==> src/rtl/npu_align_pkg.sv <==
// Shared types and sizing helpers for the group alignment front-end.
package npu_align_pkg;

    typedef enum logic [0:0] {
        FILL  = 1'b0,
        DRAIN = 1'b1
    } align_state_e;

    // Counter width able to index GROUP elements; never narrower than one bit.
    function automatic int cnt_width(input int group);
        return (group <= 2) ? 1 : $clog2(group);
    endfunction

    // Largest right shift the downstream shifter can express.
    function automatic int shift_limit(input int shift_width);
        return (1 << shift_width) - 1;
    endfunction

endpackage

==> src/rtl/align_shift_calc.sv <==
// Combinational shift calculation: d = max_exp - elem_exp, saturated to the shifter range.
// ALIGN_FLUSH_EN: out-of-range elements are flushed (flush=1, shift=0) instead of saturated.
module align_shift_calc
    import npu_align_pkg::*;
#(
    parameter int EXP_WIDTH   = 5,
    parameter int SHIFT_WIDTH = 3
) (
    input  logic [EXP_WIDTH-1:0]   max_exp,
    input  logic [EXP_WIDTH-1:0]   elem_exp,
    output logic [SHIFT_WIDTH-1:0] shift,
    output logic                   flush
);

    localparam int SHIFT_LIMIT = shift_limit(SHIFT_WIDTH);

    logic [EXP_WIDTH-1:0] diff;

    function automatic logic over_limit(input logic [EXP_WIDTH-1:0] d);
        return int'(d) > SHIFT_LIMIT;
    endfunction

    function automatic logic [SHIFT_WIDTH-1:0] sat_shift(input logic [EXP_WIDTH-1:0] d);
        if (over_limit(d)) begin
            return SHIFT_WIDTH'(SHIFT_LIMIT);
        end
        return SHIFT_WIDTH'(d);
    endfunction

    // max_exp is the group maximum, so the difference never wraps.
    assign diff = max_exp - elem_exp;

`ifdef ALIGN_FLUSH_EN
    assign flush = over_limit(diff);
    assign shift = flush ? '0 : sat_shift(diff);
`else
    assign flush = 1'b0;
    assign shift = sat_shift(diff);
`endif

endmodule

==> src/rtl/group_align_ctrl.sv <==
// Group alignment front-end: buffers GROUP (mantissa, exponent) pairs, finds the max exponent,
// then replays each element with its right-shift amount. ALIGN_FLUSH_EN selects flush vs saturate.
module group_align_ctrl
    import npu_align_pkg::*;
#(
    parameter int MANT_WIDTH  = 10,
    parameter int EXP_WIDTH   = 5,
    parameter int SHIFT_WIDTH = 3,
    parameter int GROUP       = 8
) (
    input  logic                         i_clk,
    input  logic                         i_rst_n,
    input  logic                         i_clear,
    input  logic                         i_valid,
    output logic                         o_ready,
    input  logic signed [MANT_WIDTH-1:0] i_mant,
    input  logic [EXP_WIDTH-1:0]         i_exp,
    output logic                         o_valid,
    input  logic                         i_ready,
    output logic signed [MANT_WIDTH-1:0] o_mant,
    output logic [SHIFT_WIDTH-1:0]       o_shift,
    output logic [EXP_WIDTH-1:0]         o_max_exp,
    output logic                         o_last
);

    localparam int               CNT_W    = cnt_width(GROUP);
    localparam logic [CNT_W-1:0] LAST_IDX = CNT_W'(GROUP - 1);

    align_state_e         state;
    logic [CNT_W-1:0]     wr_cnt;
    logic [CNT_W-1:0]     rd_cnt;
    logic [EXP_WIDTH-1:0] max_exp;
    logic [EXP_WIDTH-1:0] next_max;
    logic                 accept;
    logic                 xfer;

    logic signed [MANT_WIDTH-1:0] mant_buf [GROUP];
    logic [EXP_WIDTH-1:0]         exp_buf  [GROUP];

    logic [SHIFT_WIDTH-1:0] calc_shift;
    logic                   calc_flush;

    assign o_ready = (state == FILL);
    assign o_valid = (state == DRAIN);
    assign accept  = i_valid && o_ready;
    assign xfer    = o_valid && i_ready;

    // The first element of a group loads the running max instead of comparing with stale data.
    assign next_max = ((wr_cnt == '0) || (i_exp > max_exp)) ? i_exp : max_exp;

    always_ff @(posedge i_clk or negedge i_rst_n) begin
        if (!i_rst_n) begin
            state     <= FILL;
            wr_cnt    <= '0;
            rd_cnt    <= '0;
            max_exp   <= '0;
            o_max_exp <= '0;
        end else if (i_clear) begin
            state  <= FILL;
            wr_cnt <= '0;
            rd_cnt <= '0;
        end else begin
            case (state)
                FILL: begin
                    if (accept) begin
                        max_exp <= next_max;
                        if (wr_cnt == LAST_IDX) begin
                            wr_cnt    <= '0;
                            o_max_exp <= next_max;
                            state     <= DRAIN;
                        end else begin
                            wr_cnt <= wr_cnt + 1'b1;
                        end
                    end
                end
                DRAIN: begin
                    if (xfer) begin
                        if (rd_cnt == LAST_IDX) begin
                            rd_cnt <= '0;
                            state  <= FILL;
                        end else begin
                            rd_cnt <= rd_cnt + 1'b1;
                        end
                    end
                end
                default: state <= FILL;
            endcase
        end
    end

    // Element storage carries no reset; the FSM never exposes an unwritten slot.
    always_ff @(posedge i_clk) begin
        if (accept && !i_clear) begin
            mant_buf[wr_cnt] <= i_mant;
            exp_buf[wr_cnt]  <= i_exp;
        end
    end

    align_shift_calc #(
        .EXP_WIDTH  (EXP_WIDTH),
        .SHIFT_WIDTH(SHIFT_WIDTH)
    ) u_shift_calc (
        .max_exp (o_max_exp),
        .elem_exp(exp_buf[rd_cnt]),
        .shift   (calc_shift),
        .flush   (calc_flush)
    );

    // Outputs are decoded from registered state only, so they read as zero outside DRAIN.
    assign o_mant  = (o_valid && !calc_flush) ? mant_buf[rd_cnt] : '0;
    assign o_shift = o_valid ? calc_shift : '0;
    assign o_last  = o_valid && (rd_cnt == LAST_IDX);

endmodule

==> config.mk <==
export PLATFORM = sky130hd
export DESIGN_NAME = group_align_ctrl
export DESIGN_NICKNAME = d
export VERILOG_FILES = /design/src/rtl/npu_align_pkg.sv /design/src/rtl/align_shift_calc.sv /design/src/rtl/group_align_ctrl.sv
export SDC_FILE = /design/constraint.sdc
export NUM_CORES = 1
export LEC_CHECK = 0
export ABC_AREA = 1
export ABC_CLOCK_PERIOD_IN_PS = 2680
export BUFFER_PORTS_ARGS = -buffer_cell sky130_fd_sc_hd__buf_2
export CORE_ASPECT_RATIO = 1.2
export CORE_MARGIN = 2
export CORE_UTILIZATION = 60
export CTS_CLUSTER_SIZE = 8
export DETAILED_ROUTE_END_ITERATION = 12
export GPL_TIMING_DRIVEN = 0
export PLACE_DENSITY = 0.79
export REMOVE_ABC_BUFFERS = 1
export SLEW_MARGIN = 20
export SYNTH_ARGS = -nofsm -noshare
export SYNTH_HDL_FRONTEND = slang
export SYNTH_SLANG_ARGS = --single-unit
==> constraint.sdc <==
create_clock -name i_clk -period 2.68 [get_ports i_clk]
set_input_delay 0.268 -clock i_clk [delete_from_list [all_inputs] [get_ports i_clk]]
set_output_delay 0.268 -clock i_clk [all_outputs]
set_load 0.1 [all_outputs]
# Word-level counts from Yosys, hierarchy flattened
# Memories as Yosys holds them, arrays and structs flattened.
# Cells that the tools add are included.
# W data, S select, Z words.
totals:
  mem_bits_rw: 120
  regBits: 17
  wordCells: 53
  memories: 2
mem_list:
  columns: ["memory", "words", "word_bits", "rd", "rd_clocked_by_memory_dff", "write_ports", "line", "rtl"]
  rows:
  - ["mant_buf", 8, 10, 1, 0, 1, "group_align_ctrl.sv:37", "logic signed [MANT_WIDTH-1:0] mant_buf [GROUP];"]
  - ["exp_buf", 8, 5, 1, 0, 1, "group_align_ctrl.sv:38", "logic [EXP_WIDTH-1:0] exp_buf [GROUP];"]
op_classes:
  bitwise_logic: 2
  magnitude_cmp: 2
  n_eq_ne: 3
  n_mux: 22
  addsub: 3
  reduce_logical: 14
op_table:
  columns: ["operator", "n"]
  rows:
  - ["$mux W3", 11]
  - ["$mux W10", 1]
  - ["$mux W1", 8]
  - ["$add A3 B1 Y3 const B", 2]
  - ["$eq A3 B3 Y1 const B", 2]
  - ["$reduce_bool A2 Y1", 3]
  - ["$gt A5 B3 Y1 const B", 1]
  - ["$gt A5 B5 Y1", 1]
  - ["$mux W5", 1]
  - ["$sub A5 B5 Y5", 1]
  - ["$logic_and A1 B1 Y1", 4]
  - ["$reduce_and A2 Y1", 2]
  - ["$reduce_and A4 Y1", 1]
  - ["$logic_not A3 Y1", 1]
  - ["$reduce_and A3 Y1", 1]
  - ["$ne A2 B2 Y1 const B", 1]
  - ["$not A1 Y1", 2]
  - ["$pmux W1 S2", 1]
  - ["$logic_not A1 Y1", 1]
  - ["$logic_or A1 B1 Y1", 1]

# Longest topological paths before layout
# Gate-level depths: netlist (run 1).
# An unclocked memory read counts as a cell.
logic_depth:
  word_depth: 6
  depth_mapped: 21

# Cells and area by module
# A second synthesis (run 1) with hierarchy kept.
unflattened:
  hier_cells: 521
  area_unflattened_um2: 5983.2
by_module_without_submodules:
  columns: ["module", "cells_per_inst", "area_per_inst_um2", "n_inst"]
  rows:
  - ["group_align_ctrl", 484, 5768.0, 1]
  - ["align_shift_calc", 37, 215.2, 1]

# Worst setup path after synthesis (run 1)
# OpenSTA, ideal clock, no wires.
synth_path:
  path_type: "reg-to-output"
  start: "register state (netlist: o_valid)"
  end: "output o_mant[4]"
  t_arrival_ps: 2961
  setup_slack_ps: -549
  path_stages_with_launch: 4
  n_path_buf: 1
  t_required_ps: 2412
  path_cell_list: "dfrtp_1 -> buf_2 -> o21ai_0 -> a31oi_1"
synth_via:
  elab_chain_cells: 1
synth_lines:
  columns: ["element", "line", "rtl"]
  rows:
  - ["start, declared", "group_align_ctrl.sv:29", "align_state_e state;"]
  - ["start signal, assigned", "group_align_ctrl.sv:53", "state <= FILL;"]
  - ["start signal, assigned", "group_align_ctrl.sv:59", "state <= FILL;"]
  - ["start signal, assigned", "group_align_ctrl.sv:70", "state <= DRAIN;"]
  - ["$mux W10", "group_align_ctrl.sv:110", "assign o_mant = (o_valid && !calc_flush) ? mant_buf[rd_cnt] : '0;"]
  - ["end, declared", "group_align_ctrl.sv:20", "output logic signed [MANT_WIDTH-1:0] o_mant,"]
# Every way passes these cells.

# Final worst setup path (run 1)
layout_path:
  start: "register rd_cnt[0]"
  end: "output o_shift[1]"
layout_via:
  elab_chain_cells: 6
layout_lines:
  columns: ["element", "line", "rtl"]
  rows:
  - ["start, declared", "group_align_ctrl.sv:31", "logic [CNT_W-1:0] rd_cnt;"]
  - ["start signal, assigned", "group_align_ctrl.sv:82", "rd_cnt <= rd_cnt + 1'b1;"]
  - ["$mem_v2 Z8 W5 (*)", null, null]
  - ["$sub A5 B5 Y5 (*)", "align_shift_calc.sv:31", "assign diff = max_exp - elem_exp;"]
  - ["$gt A5 B3 Y1", "align_shift_calc.sv:20", "return int'(d) > SHIFT_LIMIT;"]
  - ["$mux W1", "align_shift_calc.sv:24", "if (over_limit(d)) begin"]
  - ["$mux W3 (*)", "align_shift_calc.sv:27", "return SHIFT_WIDTH'(d);"]
  - ["$mux W3 (*)", "group_align_ctrl.sv:111", "assign o_shift = o_valid ? calc_shift : '0;"]
  - ["end, declared", "group_align_ctrl.sv:21", "output logic [SHIFT_WIDTH-1:0] o_shift,"]
# Mark *: on every way between the ends. The rest lies on a longest branch, timed or not.

==> results.ini, run 1 <==
[clocking]
cts_tree = done
clock-sinks = 137
cts_buffers = 17
htree_levels = 4
clock-root-buffer = clkbuf_16
clock_latency_ns = 0.42
path_clk_slew_ns = 0.05
clock_path_buffers = 2

[floorplanning]
die_h_um = 113.3
core-area_um2 = 9613
die_width_um = 95.12
die_area_um2 = 10780
num_io_pins = 41
rows = 39
initial_utilization_pct = 62.19

[global_routing]
grt_first_pass_wirelength_um = 21930
track_usage_pct = 28.29
antenna_found_initial = 0
grtUsageMet2_pct = 47.51
grt_pass1_vias = 4330
grtUsageMet3_pct = 7.590
grt_max_degree = 41
top_usage_layer = met2
grt_use_met1_pct = 32.32
overflow = 0

[finish]
area_delta_synth_final_pct = 22.06
drive_gt1_share_pct = 24.13
n_antenna_cell = 0
utilization_pct = 75.91
nNetsFinal = 627

[synthesis]
async_flop_share_pct = 12.41
synthAdderAreaFrac_pct = 3.265
synth-simple-area-share_pct = 13.42
avgSynthCellArea_um2 = 11.43
syn-cell-area_um2 = 5978
ys_seq_elements = 137
synth_edf_count = 120
seq_area_frac_synth_pct = 67.39
yosys_warnings = 0
synth_top_family_by_area = simple AND/OR/NAND/NOR gates
yosysUniqueCellTypes = 30
synth.most_common_cell = edfxtp_1
synth_common_cells = edfxtp_1 (120), nor2_1 (96), nand2_1 (61)
synth.area.top_cells = edfxtp_1 (60%), dfrtp_1 (7.1%), nor2_1 (6.0%), o21ai_0 (4.9%), nand2_1 (3.8%)
yosys.area.top_type = edfxtp_1
synth_cells = 523
synth_xor_area_share_pct = 0.2930
synth_top_area_share_pct = 60.28
synth_compound_area_share_pct = 9.774
synth_flop_cell = edfxtp_1
synthMuxAreaShare_pct = 0

[min_path]
hold_end = o_valid
hp-class = input port to register
worstHoldStart = i_clear
hold_depth = 2

[power]
fin_total_pwr_mw = 4.718
internal_power_mw = 3.700
p_comb_share_pct = 5.8
switching_share_pct = 21.57
seqPwrFrac_pct = 50.6
power_frac_clock_pct = 43.6
p_leak_nw = 2.871
vdd_drop_max_mv = 0.5113
power_density_nw_per_um2 = 646.5
switchingPower_mw = 1.018

[timing]
slew_headroom_pct = 39.82
worst_slew_pin_slew_ns = 0.9026
grt_setup_unrepaired = true
finClkSkew_ns = 0.005718
drv_slew = 0
hold_violations = 0
setup_ws_ns = -0.5080
timing.final.crit_share_pct = 119.0
max_freq_ghz = 0.3137
min_period_ns = 3.188
finalSetupViolCount = 4

[worst_setup_path]
required_ns = 2.41
r2r_start = o_valid
r2r_end = mant_buf[0][5]
crit_path_start_kind = register
critPathArrivalTime_ns = 2.92
path_delay_family = simple AND/OR/NAND/NOR gates
end_kind = output port
worstPathCellList = buf_6 -> o21ai_2 -> o22ai_1 -> nand2_1 -> nand2_1 -> ha_2 -> inv_2 -> fa_2 -> nand3_2 -> nand3b_1 -> nand2_2 -> inv_2 -> nand2_2 -> nand2_4 -> nand3_2 -> nand2_2 -> inv_2 -> buf_12
crit_fanout = 6
crit_type = register to output port
path_buf_inv = 5
crit_slowest_cell = dfrtp_4
rr_worst_depth = 6
r2r_setup_slack_ns = 0.15
crit_path_max_incr_delay_ns = 0.55

[placed_design]
hpwl_um = 7568
dp_slack_ns = -0.9891
place_congestion = 0.8598
port-buffer-count = 40

[run]
maxCapViolCount = 0

[routing]
via_count = 4283
ant_nets = 0
routedWlPerCell_um = 19.78
routed_wl_um = 14400
initialDrtViolationCount = 407
drt-pass1-iter-count = 5
viasPerCell = 5.883
drc = 0

[outcome]
failed_checks = negative setup slack
status = finished with violations

==> metal layers <==
| layer | wire (um) | up-vias | part of all wire, % |
|---|---|---|---|
| met2 | 7463 | 208 | 52 |
| met3 | 879 | 52 | 6.1 |
| met5 | 0 | - | 0 |
| met1 | 5450 | 2056 | 38 |
| met4 | 602 | 0 | 4.2 |
| li1 | - | 1967 | - |
==> layout by cell type (no fill, tap or decap), types with 2 or more instances in the layout <==
cell,Yosys,final
a21oi_2,0,2
clkinvlp_4,0,2
nor2_2,0,11
buf_8,1,6
inv_12,0,2
o22ai_1,6,5
nand4_1,2,2
inv_1,36,31
nor2_4,1,2
o21ai_1,26,33
a21oi_1,5,3
buf_2,6,28
o21ai_0,59,48
ha_1,14,12
nor2_1,96,84
nand3_2,0,5
dfrtp_4,0,2
inv_6,1,4
clkbuf_1,5,2
nand2_1,61,55
buf_6,7,11
nand2_2,1,6
clkbuf_16,0,18
inv_2,4,7
buf_4,3,18
nand3_1,31,26
a31oi_1,10,10
dfrtp_1,17,15
edfxtp_1,120,120
clkinv_1,0,7
o21ai_2,0,4
buf_12,1,4
o221ai_1,3,2
clkinv_2,0,3
==> registers in the layout, summed over array words and instances (netlist names) <==
signal / flops
exp_buf: 40
mant_buf: 80
max_exp: 5
o_max_exp: 5
o_valid: 1
rd_cnt: 3
wr_cnt: 3
==> power groups by stage <==
stage | Sequential, mW | Clock [mW] | Combinational [mW]
final | 2.39 | 2.06 | 0.272
after floorplan | 2.44 | 0 | 0.142
after CTS | 2.39 | 2.06 | 0.258
after detailed placement | 2.43 | 0 | 0.245
after global placement | 2.43 | 0 | 0.220
after global routing | 2.39 | 2.17 | 0.309
==> worst register-to-register path, stage by stage, from the launching register on <==
cell     delay [ns]
dfrtp_1        0.72
inv_2          0.17
nand2_2        0.08
nor2_4         0.24
nand2_1        0.25
nor2_2         0.51
buf_6          0.25
==> cell families (layout without fill, tap and decap cells) <==
family | after synthesis | after routing
AO/OA/AOI/OAI | 110 | 110
buffers and inverters | 65 | 147
AND/OR/NAND/NOR | 194 | 194
XOR/XNOR | 2 | 2
flip-flops | 137 | 137
adder cells (fa/ha/maj) | 15 | 15
==> final cells by class <==
class                   instances  area (um^2)
flip-flops and latches        137         4036
repair buffers                 70        631.9
inverters                      42        190.2
well taps                     123        153.9
clock inverters                13        86.33
repair inverters                3        26.28
fillers                       536         2316
multi-input cells             321         1739
clock buffers                  19        432.9
==> stage by stage <==
step / cell area (um^2) / std cells / TNS (ns) / hold WS (ns)
floorplan: 5793 / 500 / -50.68 / -0.02759
global placement: 6147 / 663 / -42.40 / 0.2126
detailed placement: 6295 / 672 / -2.952 / 0.2182
CTS: 7177 / 726 / -1.404 / 0.08077
global route: 7297 / 728 / -1.796 / 0.09555
finish: 7297 / 728 / -1.503 / 0.09186
==> worst max path at each step <==
stage                   start    endpoint  slack, ns  depth (start not counted)
floorplan           rd_cnt[0]  o_shift[0]      -1.12                         18
global placement    rd_cnt[0]  o_shift[1]      -1.91                         19
detailed placement  rd_cnt[1]  o_shift[1]      -0.99                         18
CTS                 rd_cnt[0]  o_shift[2]      -0.47                         19
global route        rd_cnt[0]  o_shift[1]      -0.60                         18
finish              rd_cnt[0]  o_shift[1]      -0.51                         18
==> what timing repair did <==
| item | CTS | global route |
|---|---|---|
| gates cloned | 3 | 1 |
| hold buffers | 1 | 0 |
| pin swaps | 11 | 15 |
| gates resized for setup | 63 | 26 |
| setup buffers | 18 | 1 |
| setup endpoints to repair | 13 | 12 |
| hold endpoints to repair | 17 | 0 |
(Power assumes the default switching activity.)
==> run 2, diff against run 1 <==
CTS_BUF_LIST = sky130_fd_sc_hd__clkbuf_16   (was unset)
==> run 2 against run 1 <==
  * The flow still finishes with violations (negative setup slack)
  * Largest cell class unchanged
  * Register-to-register slack hardly changed
  * Final area stayed put
  * Critical path type unchanged
  * Critical endpoint unchanged
  * Worst setup slack worse by 0.0065 ns
==> results.ini, run 2 (synthesis gave the netlist of run 1 again) <==
[global_routing]
grt_max_degree = 41  ; unchanged
antenna_found_initial = 0  ; unchanged
top_usage_layer = met2
grt_use_met1_pct = 32.32  ; unchanged
track_usage_pct = 28.29  ; unchanged
overflow = 0  ; unchanged
grtUsageMet3_pct = 7.590  ; unchanged
grt_pass1_vias = 4330  ; unchanged
grtUsageMet2_pct = 47.51  ; unchanged
grt_first_pass_wirelength_um = 21930  ; unchanged

[placed_design]
hpwl_um = 7568  ; unchanged
port-buffer-count = 40  ; unchanged
place_congestion = 0.8598  ; unchanged
dp_slack_ns = -0.9891  ; unchanged

[floorplanning]
initial_utilization_pct = 62.19  ; unchanged
core-area_um2 = 9613  ; unchanged
num_io_pins = 41  ; unchanged
die_area_um2 = 10780  ; unchanged
die_h_um = 113.3  ; unchanged
die_width_um = 95.12  ; unchanged
rows = 39  ; unchanged

[timing]
hold_ws_ns = 0.09209  ; +0.0002271 ns
timing.final.crit_share_pct = 119.2  ; +0.24 points
drv_slew = 0  ; unchanged
grt_setup_unrepaired = true
worst_slew_pin_slew_ns = 0.9198  ; +0.01715 ns
setup_ws_ns = -0.5145  ; -0.006522 ns
finClkSkew_ns = 0.006090  ; +0.0003714 ns
max_freq_ghz = 0.3130  ; -0.20%
finalSetupViolCount = 3  ; -1
hold_violations = 0  ; unchanged
min_period_ns = 3.194  ; +0.006522 ns
slew_headroom_pct = 38.68  ; -1.1 points

[worst_setup_path]
worstPathCellList = inv_6 -> nand2_1 -> nand2_1 -> ha_2 -> inv_2 -> fa_2 -> nand3_2 -> nand3b_1 -> nand2_2 -> inv_2 -> nand2_2 -> nand2_4 -> nand3_2 -> nand2_2 -> inv_2 -> buf_12
crit_path_start_kind = register
crit_type = register to output port
end_kind = output port
crit_path_max_incr_delay_ns = 0.58  ; +0.03 ns
required_ns = 2.41  ; about the same
crit_fanout = 23  ; +17
critPathArrivalTime_ns = 2.93  ; about the same
crit_slowest_cell = dfrtp_1

[finish]
n_antenna_cell = 0  ; unchanged
drive_gt1_share_pct = 24.13  ; unchanged
nNetsFinal = 627  ; unchanged
reg_top3 = mant_buf x80, exp_buf x40
register_area_um2 = 4036  ; unchanged
multi_input_area_um2 = 1739  ; unchanged
final_cell_mix = edfxtp_1 (120), nor2_1 (84), nand2_1 (55), o21ai_0 (48)
fillers = 536  ; unchanged
area_delta_synth_final_pct = 22.06  ; unchanged
largest_register_ffs = 80  ; unchanged
utilization_pct = 75.91  ; unchanged
final_common_cell = edfxtp_1
top_register = mant_buf

[clocking]
htree_levels = 4  ; unchanged
clock-root-buffer = clkbuf_16
cts_buffers = 17  ; unchanged
path_clk_slew_ns = 0.05  ; about the same
clock-sinks = 137  ; unchanged
clock_path_buffers = 2  ; unchanged
clock_latency_ns = 0.42  ; about the same
cts_tree = done

[run]
maxCapViolCount = 0  ; unchanged

[routing]
initialDrtViolationCount = 419  ; +2.9%
drc = 0  ; unchanged
ant_nets = 0  ; unchanged
routedWlPerCell_um = 19.73  ; -0.23%
routed_wl_um = 14360  ; -0.23%
viasPerCell = 5.891  ; +0.14%
drt-pass1-iter-count = 6  ; +1
via_count = 4289  ; +0.14%

[power]
power_density_nw_per_um2 = 645.5  ; -0.15%
vdd_drop_max_mv = 0.5110  ; about the same
fin_total_pwr_mw = 4.710  ; -0.15%
p_leak_nw = 2.879  ; +0.29%

[outcome]
failed_checks = negative setup slack
status = finished with violations

[min_path]
hp-class = input port to register

[run 2: stage by stage]
| step | cells | TNS [ns] | instance area, um^2 |
|---|---|---|---|
| 4_1_cts | 726 | -1.404 | 7177 |
| 2_1_floorplan | 500 | -50.68 | 5793 |
| 3_5_place_dp | 672 | -2.952 | 6295 |
| 3_3_place_gp | 663 | -42.40 | 6147 |
| 6_report | 728 | -1.501 | 7297 |
| 5_1_grt | 728 | -1.796 | 7297 |
[run 2: final timing paths]
check	startpoint	to	slack, ns	cells past startpoint
setup / recovery	rd_cnt[2]	o_shift[1]	-0.51	16
hold / removal	i_clear	o_valid	0.09	2
setup reg to reg	o_valid	mant_buf[0][5]	0.15	6
hold reg to reg	max_exp[3]	max_exp[3]	0.48	2
max in group asynchronous	i_rst_n	rd_cnt[0]	2.05	2
min in group asynchronous	i_rst_n	o_max_exp[4]	0.31	2
[run 2: final cells by class]
| type | count | area share [%] |
|---|---|---|
| Multi-Input combinational cell | 321 | 23.83 |
| Sequential cell | 137 | 55.32 |
| Inverter | 42 | 2.606 |
| Tap cell | 123 | 2.109 |
| Clock inverter | 15 | 1.286 |
| Clock buffer | 17 | 5.830 |
| Timing Repair Buffer | 70 | 8.659 |
| Timing Repair inverter | 3 | 0.3601 |
[run 2: worst max-delay path, delay by kind of cell, from the launching register on]
kind | cells | cell delay [ns]
fa+ha+maj | 2 | 0.55
flops | 1 | 0.58
simple gates | 9 | 0.71
buf+inv | 5 | 0.65
[run 2: power by group]
part / switching (mW) / leakage (nW) / total [mW] / internal (mW)
clock network: 0.814 / 0.257 / 2.05 / 1.23
logic: 0.184 / 1.31 / 0.272 / 0.0879
registers: 0.0196 / 1.31 / 2.39 / 2.37
[run 2: repair_timing]
action                                  4_1_cts  5_1_grt
cloned                                        3        1
hold buffers                                  1        0
pin swaps                                    11       15
setup buffers                                18        1
gates resized for setup                      63       26
endpoints found under the setup margin       13       12
endpoints found under the hold margin        17        0
[run 2: per-layer routing]
layer	vias up	part of all wire, %
met4	0	4.0
li1	1965	-
met2	206	52
met3	48	5.6
met1	2070	38
met5	-	0
==> run 3, diff against run 2 <==
CORE_UTILIZATION = 45   (was 60)
MAX_ROUTING_LAYER = met4   (was unset)
PLACE_DENSITY = unset   (was 0.79)
==> run 3 against run 2 <==
  * The run still ends with negative setup slack left
  * Register-to-register slack improved by 0.10 ns
  * Worst setup slack got worse by 0.040 ns
  * Cell count increased by 6.5%
  * Global-route usage decreased by 5.7 points
  * Final area increased by 2.6%
  * Sequential power about the same
==> results.ini, run 3 (synthesis gave the netlist of run 1 again) <==
[outcome]
status = finished with violations
failed_checks = negative setup slack

[global_routing]
grt_first_pass_wirelength_um = 22400  ; +2.1%
grt_pass1_vias = 4149  ; -4.2%
track_usage_pct = 22.61  ; -5.7 points
grt_max_degree = 31  ; -24%
overflow = 0  ; unchanged
antenna_found_initial = 0  ; unchanged

[timing]
min_period_ns = 3.234  ; +0.03999 ns
timing.final.crit_share_pct = 120.7  ; +1.5 points
finalSetupViolCount = 5  ; +2
finClkSkew_ns = 0.008510  ; +0.002420 ns
worst_slew_pin_slew_ns = 0.8496  ; -0.07022 ns
slew_headroom_pct = 43.36  ; +4.7 points
hold_violations = 0  ; unchanged
setup_ws_ns = -0.5545  ; -0.03999 ns
drv_slew = 0  ; unchanged
hold_ws_ns = 0.09189  ; -0.0002011 ns
max_freq_ghz = 0.3092  ; -1.2%
grt_setup_unrepaired = true

[routing]
routed_wl_um = 14360  ; about the same
routedWlPerCell_um = 18.52  ; -6.1%
drt-pass1-iter-count = 5  ; -1
ant_nets = 0  ; unchanged
initialDrtViolationCount = 274  ; -35%
viasPerCell = 5.492  ; -6.8%
drc = 0  ; unchanged
via_count = 4256  ; -0.77%

[power]
power_frac_clock_pct = 45.0  ; +1.5 points
switching_share_pct = 22.66  ; +1.0 points
internal_power_mw = 3.726  ; +0.92%
p_comb_share_pct = 5.5  ; -0.3 points
switchingPower_mw = 1.091  ; +7.2%
seqPwrFrac_pct = 49.5  ; -1.2 points
power_density_nw_per_um2 = 643.8  ; -0.27%
fin_total_pwr_mw = 4.818  ; +2.3%
p_leak_nw = 2.940  ; +2.1%
vdd_drop_max_mv = 0.4074  ; -20%

[worst_setup_path]
crit_fanout = 12  ; -48%
end_kind = output port
rr_worst_depth = 6  ; unchanged
critPathArrivalTime_ns = 2.97  ; +0.04 ns
required_ns = 2.41  ; about the same
r2r_setup_slack_ns = 0.25  ; +0.10 ns
crit_type = register to output port
crit_path_start_kind = register

[finish]
n_antenna_cell = 0  ; unchanged
largest_register_ffs = 80  ; unchanged
drive_gt1_share_pct = 24.55  ; +0.41 points
final_cell_mix = edfxtp_1 (120), nor2_1 (88), o21ai_0 (56), nand2_1 (55), inv_1 (31)
area_delta_synth_final_pct = 25.18
final_common_cell = edfxtp_1
reg_top3 = mant_buf x80, exp_buf x40
final_area_um2 = 7483  ; +2.6%
nNetsFinal = 629  ; +0.32%
top_register = mant_buf

[min_path]
hold_depth = 2  ; unchanged
hp-class = input port to register

[clocking]
path_clk_slew_ns = 0.06  ; about the same
htree_levels = 4  ; unchanged
cts_buffers = 17  ; unchanged
clock-sinks = 137  ; unchanged
cts_tree = done
clock_latency_ns = 0.42  ; about the same
clock-root-buffer = clkbuf_16
clock_path_buffers = 2  ; unchanged

[floorplanning]
rows = 46  ; +18%
die_area_um2 = 14230  ; +32%
core-area_um2 = 13120  ; +37%
initial_utilization_pct = 45.56  ; -17 points
num_io_pins = 41  ; unchanged
die_h_um = 130.3  ; +15%
die_width_um = 109.2  ; +15%

[placed_design]
dp_slack_ns = -0.9712  ; +0.01783 ns
hpwl_um = 7988  ; +5.6%
place_congestion = 0.8105  ; -5.7%
place_area_um2 = 6365  ; +1.1%
port-buffer-count = 40  ; unchanged

[run]
maxCapViolCount = 0  ; unchanged

-- run 3: cell types whose count changed in the layout (fill, tap and decap cells not counted), moves of 3 or more --
cell       previous run  this run
clkinv_1              7         2
nor2_1               84        88
nor2_2               11         7
inv_6                 4         8
o21ai_0              48        56
o21ai_1              33        24
bufbuf_16             0         3
clkinv_4              0         3
-- run 3: power by group through the flow --
stage / sequential [mW] / clock (mW) / combinational (mW)
6_report: 2.39 / 2.17 / 0.263
2_1_floorplan: 2.44 / 0 / 0.142
5_1_grt: 2.39 / 2.28 / 0.301
3_3_place_gp: 2.43 / 0 / 0.225
4_1_cts: 2.39 / 2.19 / 0.254
3_5_place_dp: 2.43 / 0 / 0.245
-- run 3: what timing repair did --
item,4_1_cts,5_1_grt
hold endpoints to repair,17,0
gates resized for setup,54,24
pin swaps,3,15
setup endpoints to repair,13,16
hold buffers,1,0
cloned,7,0
setup buffers,15,3
-- run 3: layout make-up --
class	count	area, um^2
clock buffer	17	425.4
clock inverter	15	127.6
multi-input combinational	321	1720
fill	1081	5639
inverter	42	200.2
timing repair buffer	71	728.2
sequential	137	4036
tap	168	210.2
timing repair inverter	4	35.03
-- run 3: path summary, 6_finish.rpt --
path	to	from
hold reg to reg	max_exp[4]	max_exp[4]
max in group asynchronous	rd_cnt[1]	i_rst_n
setup reg to reg	exp_buf[4][0]	o_valid
hold / removal	o_valid	i_clear
setup / recovery	o_shift[0]	rd_cnt[0]
min in group asynchronous	wr_cnt[0]	i_rst_n
-- run 3: critical path, stage by stage (launching register included) --
cell and delay [ns]:
dfrtp_4 0.57, inv_16 0.10, buf_12 0.13, o21ai_0 0.08
o221ai_1 0.21, o21ai_2 0.11, ha_1 0.38, a21oi_1 0.17
nand2_1 0.11, xnor2_2 0.28, nand3_2 0.12, nand2_2 0.07
inv_2 0.06, buf_12 0.16
-- run 3: layer usage --
layer,up-vias,global-route usage (%),wire [um]
met4,0,9.233,302
met2,138,38.62,7549
met1,2109,26.53,5877
met3,29,3.796,626
li1,1980,-,-
met5,-,-,0
-- run 3: through the flow --
stage                     TNS, ns  cells  util, %
after floorplan            -50.68    500        -
after global placement     -63.87    708    47.27
after detailed placement   -2.889    717    48.50
after CTS                  -1.580    772    56.04
after global routing       -2.630    775    57.03
final                      -1.696    775    57.03
